[config.mk]
export PLATFORM = sky130hd
export DESIGN_NAME = shift_add_mult_ctrl
export DESIGN_NICKNAME = d
export VERILOG_FILES = /design/src/rtl/mult_pkg.sv /design/src/rtl/full_adder.sv /design/src/rtl/ripple_adder.sv /design/src/rtl/shift_add_mult_ctrl.sv
export SDC_FILE = /design/constraint.sdc
export NUM_CORES = 1
export LEC_CHECK = 0
export CAP_MARGIN = 25
export CORE_ASPECT_RATIO = 0.9
export CORE_UTILIZATION = 40
export CTS_CLUSTER_SIZE = 12
export DETAILED_ROUTE_END_ITERATION = 10
export PLACE_DENSITY_LB_ADDON = 0.25
export SLEW_MARGIN = 30
export SYNTH_ARGS = -nofsm -noshare
export SYNTH_HDL_FRONTEND = slang
export SYNTH_HIERARCHICAL = 1
export SYNTH_SLANG_ARGS = --single-unit
[constraint.sdc]
create_clock -name clk -period 3.2 [get_ports clk]
set_input_delay 0.32 -clock clk [delete_from_list [all_inputs] [get_ports clk]]
set_output_delay 0.32 -clock clk [all_outputs]
set_load 0.03 [all_outputs]
[src/rtl/mult_pkg.sv]
// Shared definitions for the sequential shift-and-add multiplier.
package mult_pkg;

    localparam int MULT_WIDTH = 4;

    typedef enum logic [1:0] {
        ST_IDLE = 2'd0,
        ST_RUN  = 2'd1,
        ST_DONE = 2'd2
    } state_t;

endpackage

[src/rtl/full_adder.sv]
// Single-bit full-adder cell used to build the ripple adder.
module full_adder (
    input  logic a,
    input  logic b,
    input  logic cin,
    output logic s,
    output logic cout
);

    // Sum and carry of one bit position.
    always_comb begin
        s    = a ^ b ^ cin;
        cout = (a & b) | (cin & (a ^ b));
    end

endmodule

[src/rtl/ripple_adder.sv]
// WIDTH-bit ripple-carry adder: a chain of full-adder cells, carry-in tied low.
module ripple_adder #(
    parameter int WIDTH = 4
) (
    input  logic [WIDTH-1:0] a,
    input  logic [WIDTH-1:0] b,
    output logic [WIDTH-1:0] sum,
    output logic             cout
);

    logic [WIDTH:0] carry;

    assign carry[0] = 1'b0;
    assign cout     = carry[WIDTH];

    for (genvar i = 0; i < WIDTH; i++) begin : g_bit
        full_adder u_fa (
            .a    (a[i]),
            .b    (b[i]),
            .cin  (carry[i]),
            .s    (sum[i]),
            .cout (carry[i+1])
        );
    end

endmodule

[src/rtl/shift_add_mult_ctrl.sv]
// Sequential unsigned shift-and-add multiplier with start/busy/done handshake.
// One WIDTH-bit ripple adder is reused for WIDTH cycles per product.
// Optional build macro MULT_ZERO_SKIP_EN: a zero operand finishes in one edge
// (straight to DONE with P=0, Busy never asserted).
//
// state   | meaning
// --------+--------------------------------------------------------------
// ST_IDLE | waiting for start; operands captured on the accepting edge
// ST_RUN  | one add/shift step per edge, cnt counts remaining steps down
// ST_DONE | product valid on p, done pulses for this single cycle
module shift_add_mult_ctrl
    import mult_pkg::*;
#(
    parameter int WIDTH = MULT_WIDTH
) (
    input  logic               clk,
    input  logic               rst_n,
    input  logic               start,
    input  logic [WIDTH-1:0]   a,
    input  logic [WIDTH-1:0]   b,
    output logic               busy,
    output logic               done,
    output logic [2*WIDTH-1:0] p
);

    localparam int CNT_W = $clog2(WIDTH + 1);

    state_t           state;
    state_t           state_next;
    logic [WIDTH-1:0] m;
    logic [WIDTH-1:0] q;
    logic [WIDTH:0]   acc;
    logic [CNT_W-1:0] cnt;

    logic             load;
    logic             step;
    logic             finish;
    logic             skip;
    logic             zero_op;

    logic [WIDTH-1:0] sum;
    logic             cout;
    logic [WIDTH:0]   acc_sum;
    logic [WIDTH:0]   acc_shift;
    logic [WIDTH-1:0] q_shift;

`ifdef MULT_ZERO_SKIP_EN
    assign zero_op = (a == '0) || (b == '0);
`else
    assign zero_op = 1'b0;
`endif

    ripple_adder #(.WIDTH(WIDTH)) u_adder (
        .a    (acc[WIDTH-1:0]),
        .b    (m),
        .sum  (sum),
        .cout (cout)
    );

    // Conditional add of the multiplicand, then one right shift of {acc, q}.
    // The carry lands in acc[WIDTH] and is shifted down on the same step.
    always_comb begin
        acc_sum   = q[0] ? {cout, sum} : acc;
        acc_shift = {1'b0, acc_sum[WIDTH:1]};
        q_shift   = {acc_sum[0], q[WIDTH-1:1]};
    end

    // Next-state and datapath control decode.
    always_comb begin
        state_next = state;
        load       = 1'b0;
        step       = 1'b0;
        finish     = 1'b0;
        skip       = 1'b0;
        case (state)
            ST_IDLE: begin
                if (start) begin
                    if (zero_op) begin
                        skip       = 1'b1;
                        state_next = ST_DONE;
                    end else begin
                        load       = 1'b1;
                        state_next = ST_RUN;
                    end
                end
            end
            ST_RUN: begin
                step = 1'b1;
                if (cnt == CNT_W'(1)) begin
                    finish     = 1'b1;
                    state_next = ST_DONE;
                end
            end
            ST_DONE: state_next = ST_IDLE;
            default: state_next = ST_IDLE;
        endcase
    end

    // State register plus registered status flags derived from the next state.
    always_ff @(posedge clk or negedge rst_n) begin
        if (!rst_n) begin
            state <= ST_IDLE;
            busy  <= 1'b0;
            done  <= 1'b0;
        end else begin
            state <= state_next;
            busy  <= (state_next == ST_RUN);
            done  <= (state_next == ST_DONE);
        end
    end

    // Operand capture, add/shift iteration and result latch.
    always_ff @(posedge clk or negedge rst_n) begin
        if (!rst_n) begin
            m   <= '0;
            q   <= '0;
            acc <= '0;
            cnt <= '0;
            p   <= '0;
        end else begin
            if (load) begin
                m   <= a;
                q   <= b;
                acc <= '0;
                cnt <= CNT_W'(WIDTH);
            end else if (step) begin
                acc <= acc_shift;
                q   <= q_shift;
                cnt <= cnt - CNT_W'(1);
            end
            if (finish) begin
                p <= {acc_shift[WIDTH-1:0], q_shift};
            end else if (skip) begin
                p <= '0;
            end
        end
    end

endmodule

==> impl_metrics.yaml <==
outcome:
  outcome: "finished, final reports clean"
clock_network:
  clock-root-buffer: "sky130_fd_sc_hd__clkbuf_4"
  clockBufferDepth: 2
  cts_post_setup_buffers_inserted: 0
  tritoncts_num_sinks: 27
  clock_insertion_delay_worst_skew_ns: 0.32
  cts_max_level: 1
  cts-hold-fix-buffers: 0
  cts-buffers-inserted: 3
  path_clk_slew_ns: 0.13
  ctsResizeCount: 0
  tritoncts: "done"
worst_setup_path:
  critical_path.max_stage_delay_ns: 0.44
  critPathMaxFanout: 3
  worst_ep_arrival_time_ns: 2.73
  worstSetupPathType: "reg -> reg"
  worstSetupEndpointType: "flop"
  timing.critical_path.slowest_stage_cell: "sky130_fd_sc_hd__fa_1"
  path_cells: "fa_1 -> fa_1 -> fa_1 -> fa_1 -> mux2i_1 -> o21ai_0"
  path_delay_family: "adder cells"
  crit_path_start_kind: "flop"
  critical_path_required_ns: 3.41
  cp.buffers_inverters: 0
  timing.critical_path.mode_cell: "sky130_fd_sc_hd__fa_1"
logic_synthesis:
  multiplexer_share_of_the_synthesized_area: 0.0975
  proportion_of_synthesized_flip_flops_having_asynchronous_set_or_reset: 1.00
  ys.flop_type: "sky130_fd_sc_hd__dfrtp_1"
  synth_simple_gate_area_frac: 0.0852
  netlist.area_leader.share: 0.554
  post_synth_main_area_contributors: "sky130_fd_sc_hd__dfrtp_1 (55%), sky130_fd_sc_hd__fa_1 (6.6%), sky130_fd_sc_hd__mux2_2 (6.5%), sky130_fd_sc_hd__o22ai_1 (3.6%), sky130_fd_sc_hd__mux2i_1 (3.3%)"
  ys_warn_count: 6
  synth_enable_flop_cells: 0
  synth_sequential_area_ratio: 0.554
  synthesis.nets: 116
  ys_seq_elements: 27
  yosys.area_share.xor_xnor: 0
  synth_compound_area_frac: 0.142
  synth_top_family_by_area: "compound AO/OA/AOI/OAI gates"
  post_synth_inst_count: 99
  synth_top_area_cell: "sky130_fd_sc_hd__dfrtp_1"
  post_synth_num_cell_types: 27
  syn_avg_cell_area_um2: 12.3
  post_synth_instance_area_mm2: 0.00122
  synth_fa_ha_area_frac: 0.0862
sta:
  slew_headroom: 0.587
  final_min_period_over_clock_period: 0.787
  final.min_clock_period_ns: 2.52
  hold_violations: 0
  max_freq_mhz: 397
  totalNegativeSetupSlack_ns: 0
  setup_ws_ns: 0.682
  holdWs_ns: 0.364
  setup_viol: 0
  slew_violations: 0
  rsz0062_at_grt: "no"
  worst_slew_pin_slew_ns: 0.618
  final.setup_skew_ns: 0.00331
place:
  placement.setup.worst_slack_ns: 0.687
  post-place-cells: 158
  dp.final_hpwl_um: 1640
  portBuffers: 20
  detailed_place.area_mm2: 0.00146
  globalplace.congestion: 0.760
pwr:
  seqPwrFrac: 0.424
  power.switching_fraction: 0.415
  static-leakage-power_nw: 0.627
  total_switching_power_mw: 0.622
  share_comb_of_total_power: 0.481
  total_power_mw: 1.50
  peakVddDrop_mv: 0.440
  p_clk_frac: 0.096
  pwr_density_cell_mw_per_mm2: 1010
  internal-power_mw: 0.878
drt:
  drc: 0
  detailroute.via_count: 824
  wire_per_inst_um: 13.3
  finalWirelength_um: 2160
  detailedRoute.firstIterationViolations: 28
  final_antenna_net_count: 0
  tritonroute_pass_1_iters: 4
  vias_per_cell: 5.09
die:
  die_area_mm2: 0.00327
  rows: 18
  core_area_mm2: 0.00282
  die-width_um: 60.2
  io_pins: 21
  starting_density_of_the_core: 0.433
  die_h_um: 54.4
grt:
  grt_pass1_wl_um: 3690
  initial_antenna_violation_count: 0
  grt_pass1_vias: 778
  globalRouteTotalUtil: 0.158
  gr-total-overflow: 0
  pin_count_of_the_biggest_net_entering_global_routing: 28
finish:
  finalNetCount: 140
  design_area_mm2: 0.00149
  post_layout_nonfiller_instances: 162
  antennaDiodeCount: 0
  final_util: 0.528
  layout_common_cells: "sky130_fd_sc_hd__dfrtp_1 (27), sky130_fd_sc_hd__clkdlybuf4s50_1 (20), sky130_fd_sc_hd__o21ai_0 (7), sky130_fd_sc_hd__o22ai_1 (7), sky130_fd_sc_hd__mux2_2 (7)"
  area_growth_syn_to_layout_pct: 22.0
  final_common_cell: "sky130_fd_sc_hd__dfrtp_1"
  drive_above_1_share: 0.148
flow_run:
  max-cap-violations: 0
min_path:
  worst_hold_path_type: "in -> async"
per-layer routing:
layer	up-vias	wire, µm	global-route usage
met5	-	0	0
li1	401	-	-
met1	397	1050	0.217
met4	0	10	0.0349
met3	2	95	0.0449
met2	24	1010	0.249
cell families (layout without fill, tap and decap cells):
group	after synthesis	count (layout)
buffers and inverters	8	31
AOI/OAI and AO/OA	27	27
DFF	27	27
and+or+nand+nor	19	19
muxes	11	11
adders and majority gates	6	6
other	1	1
final timing paths:
check	to	slack (ns)	startpoint	cells after the start
max in group asynchronous	acc[2]$_DFFE_PN0P_	2.58	rst_n	2
setup / recovery	acc[2]$_DFFE_PN0P_	0.68	acc[0]$_DFFE_PN0P_	6
min in group clk	p[1]$_DFFE_PN0P_	0.53	p[1]$_DFFE_PN0P_	1
hold reg to reg	p[1]$_DFFE_PN0P_	0.53	p[1]$_DFFE_PN0P_	1
hold / removal	done$_DFF_PN0_	0.36	rst_n	2
setup reg to reg	acc[2]$_DFFE_PN0P_	0.68	acc[0]$_DFFE_PN0P_	6
worst reg2reg max path, delay by kind of cell, from the launching register on:
| kind | cells | cell delay [ns] |
|---|---|---|
| AOI/OAI and AO/OA | 1 | 0.10 |
| adders and majority gates | 4 | 1.64 |
| muxes | 1 | 0.23 |
| DFF | 1 | 0.43 |
registers in the layout, summed over array words and instances, names as in the netlist:
register and cells:
p 8, acc 4, m 4, q 4, cnt 3, state 2, busy 1, done 1
power by group through the flow:
stage               Sequential [mW]  Clock (mW)  Combinational, mW
detailed placement            0.646           0              0.729
global route                  0.660       0.164              0.799
global placement              0.636           0              0.709
finish                        0.635       0.144              0.721
CTS                           0.637       0.150              0.731
floorplan                     0.708           0              0.429
cell type report:
class,instances,area (µm²)
well taps,40,50.0
flip-flops and latches,27,676
multi-input cells,64,504
repair buffers,21,208
fillers,258,1330
clock buffers,4,26.3
inverters,6,22.5
Yosys cell counts, types with 4 or more instances:
cell type / n
sky130_fd_sc_hd__a21oi_1: 4
sky130_fd_sc_hd__a21oi_2: 4
sky130_fd_sc_hd__dfrtp_1: 27
sky130_fd_sc_hd__fa_1: 4
sky130_fd_sc_hd__inv_1: 6
sky130_fd_sc_hd__mux2_2: 7
sky130_fd_sc_hd__mux2i_1: 4
sky130_fd_sc_hd__nand2_1: 5
sky130_fd_sc_hd__nor2_1: 5
sky130_fd_sc_hd__o21ai_0: 7
sky130_fd_sc_hd__o22ai_1: 7
Power figures use the tool's default switching activity.
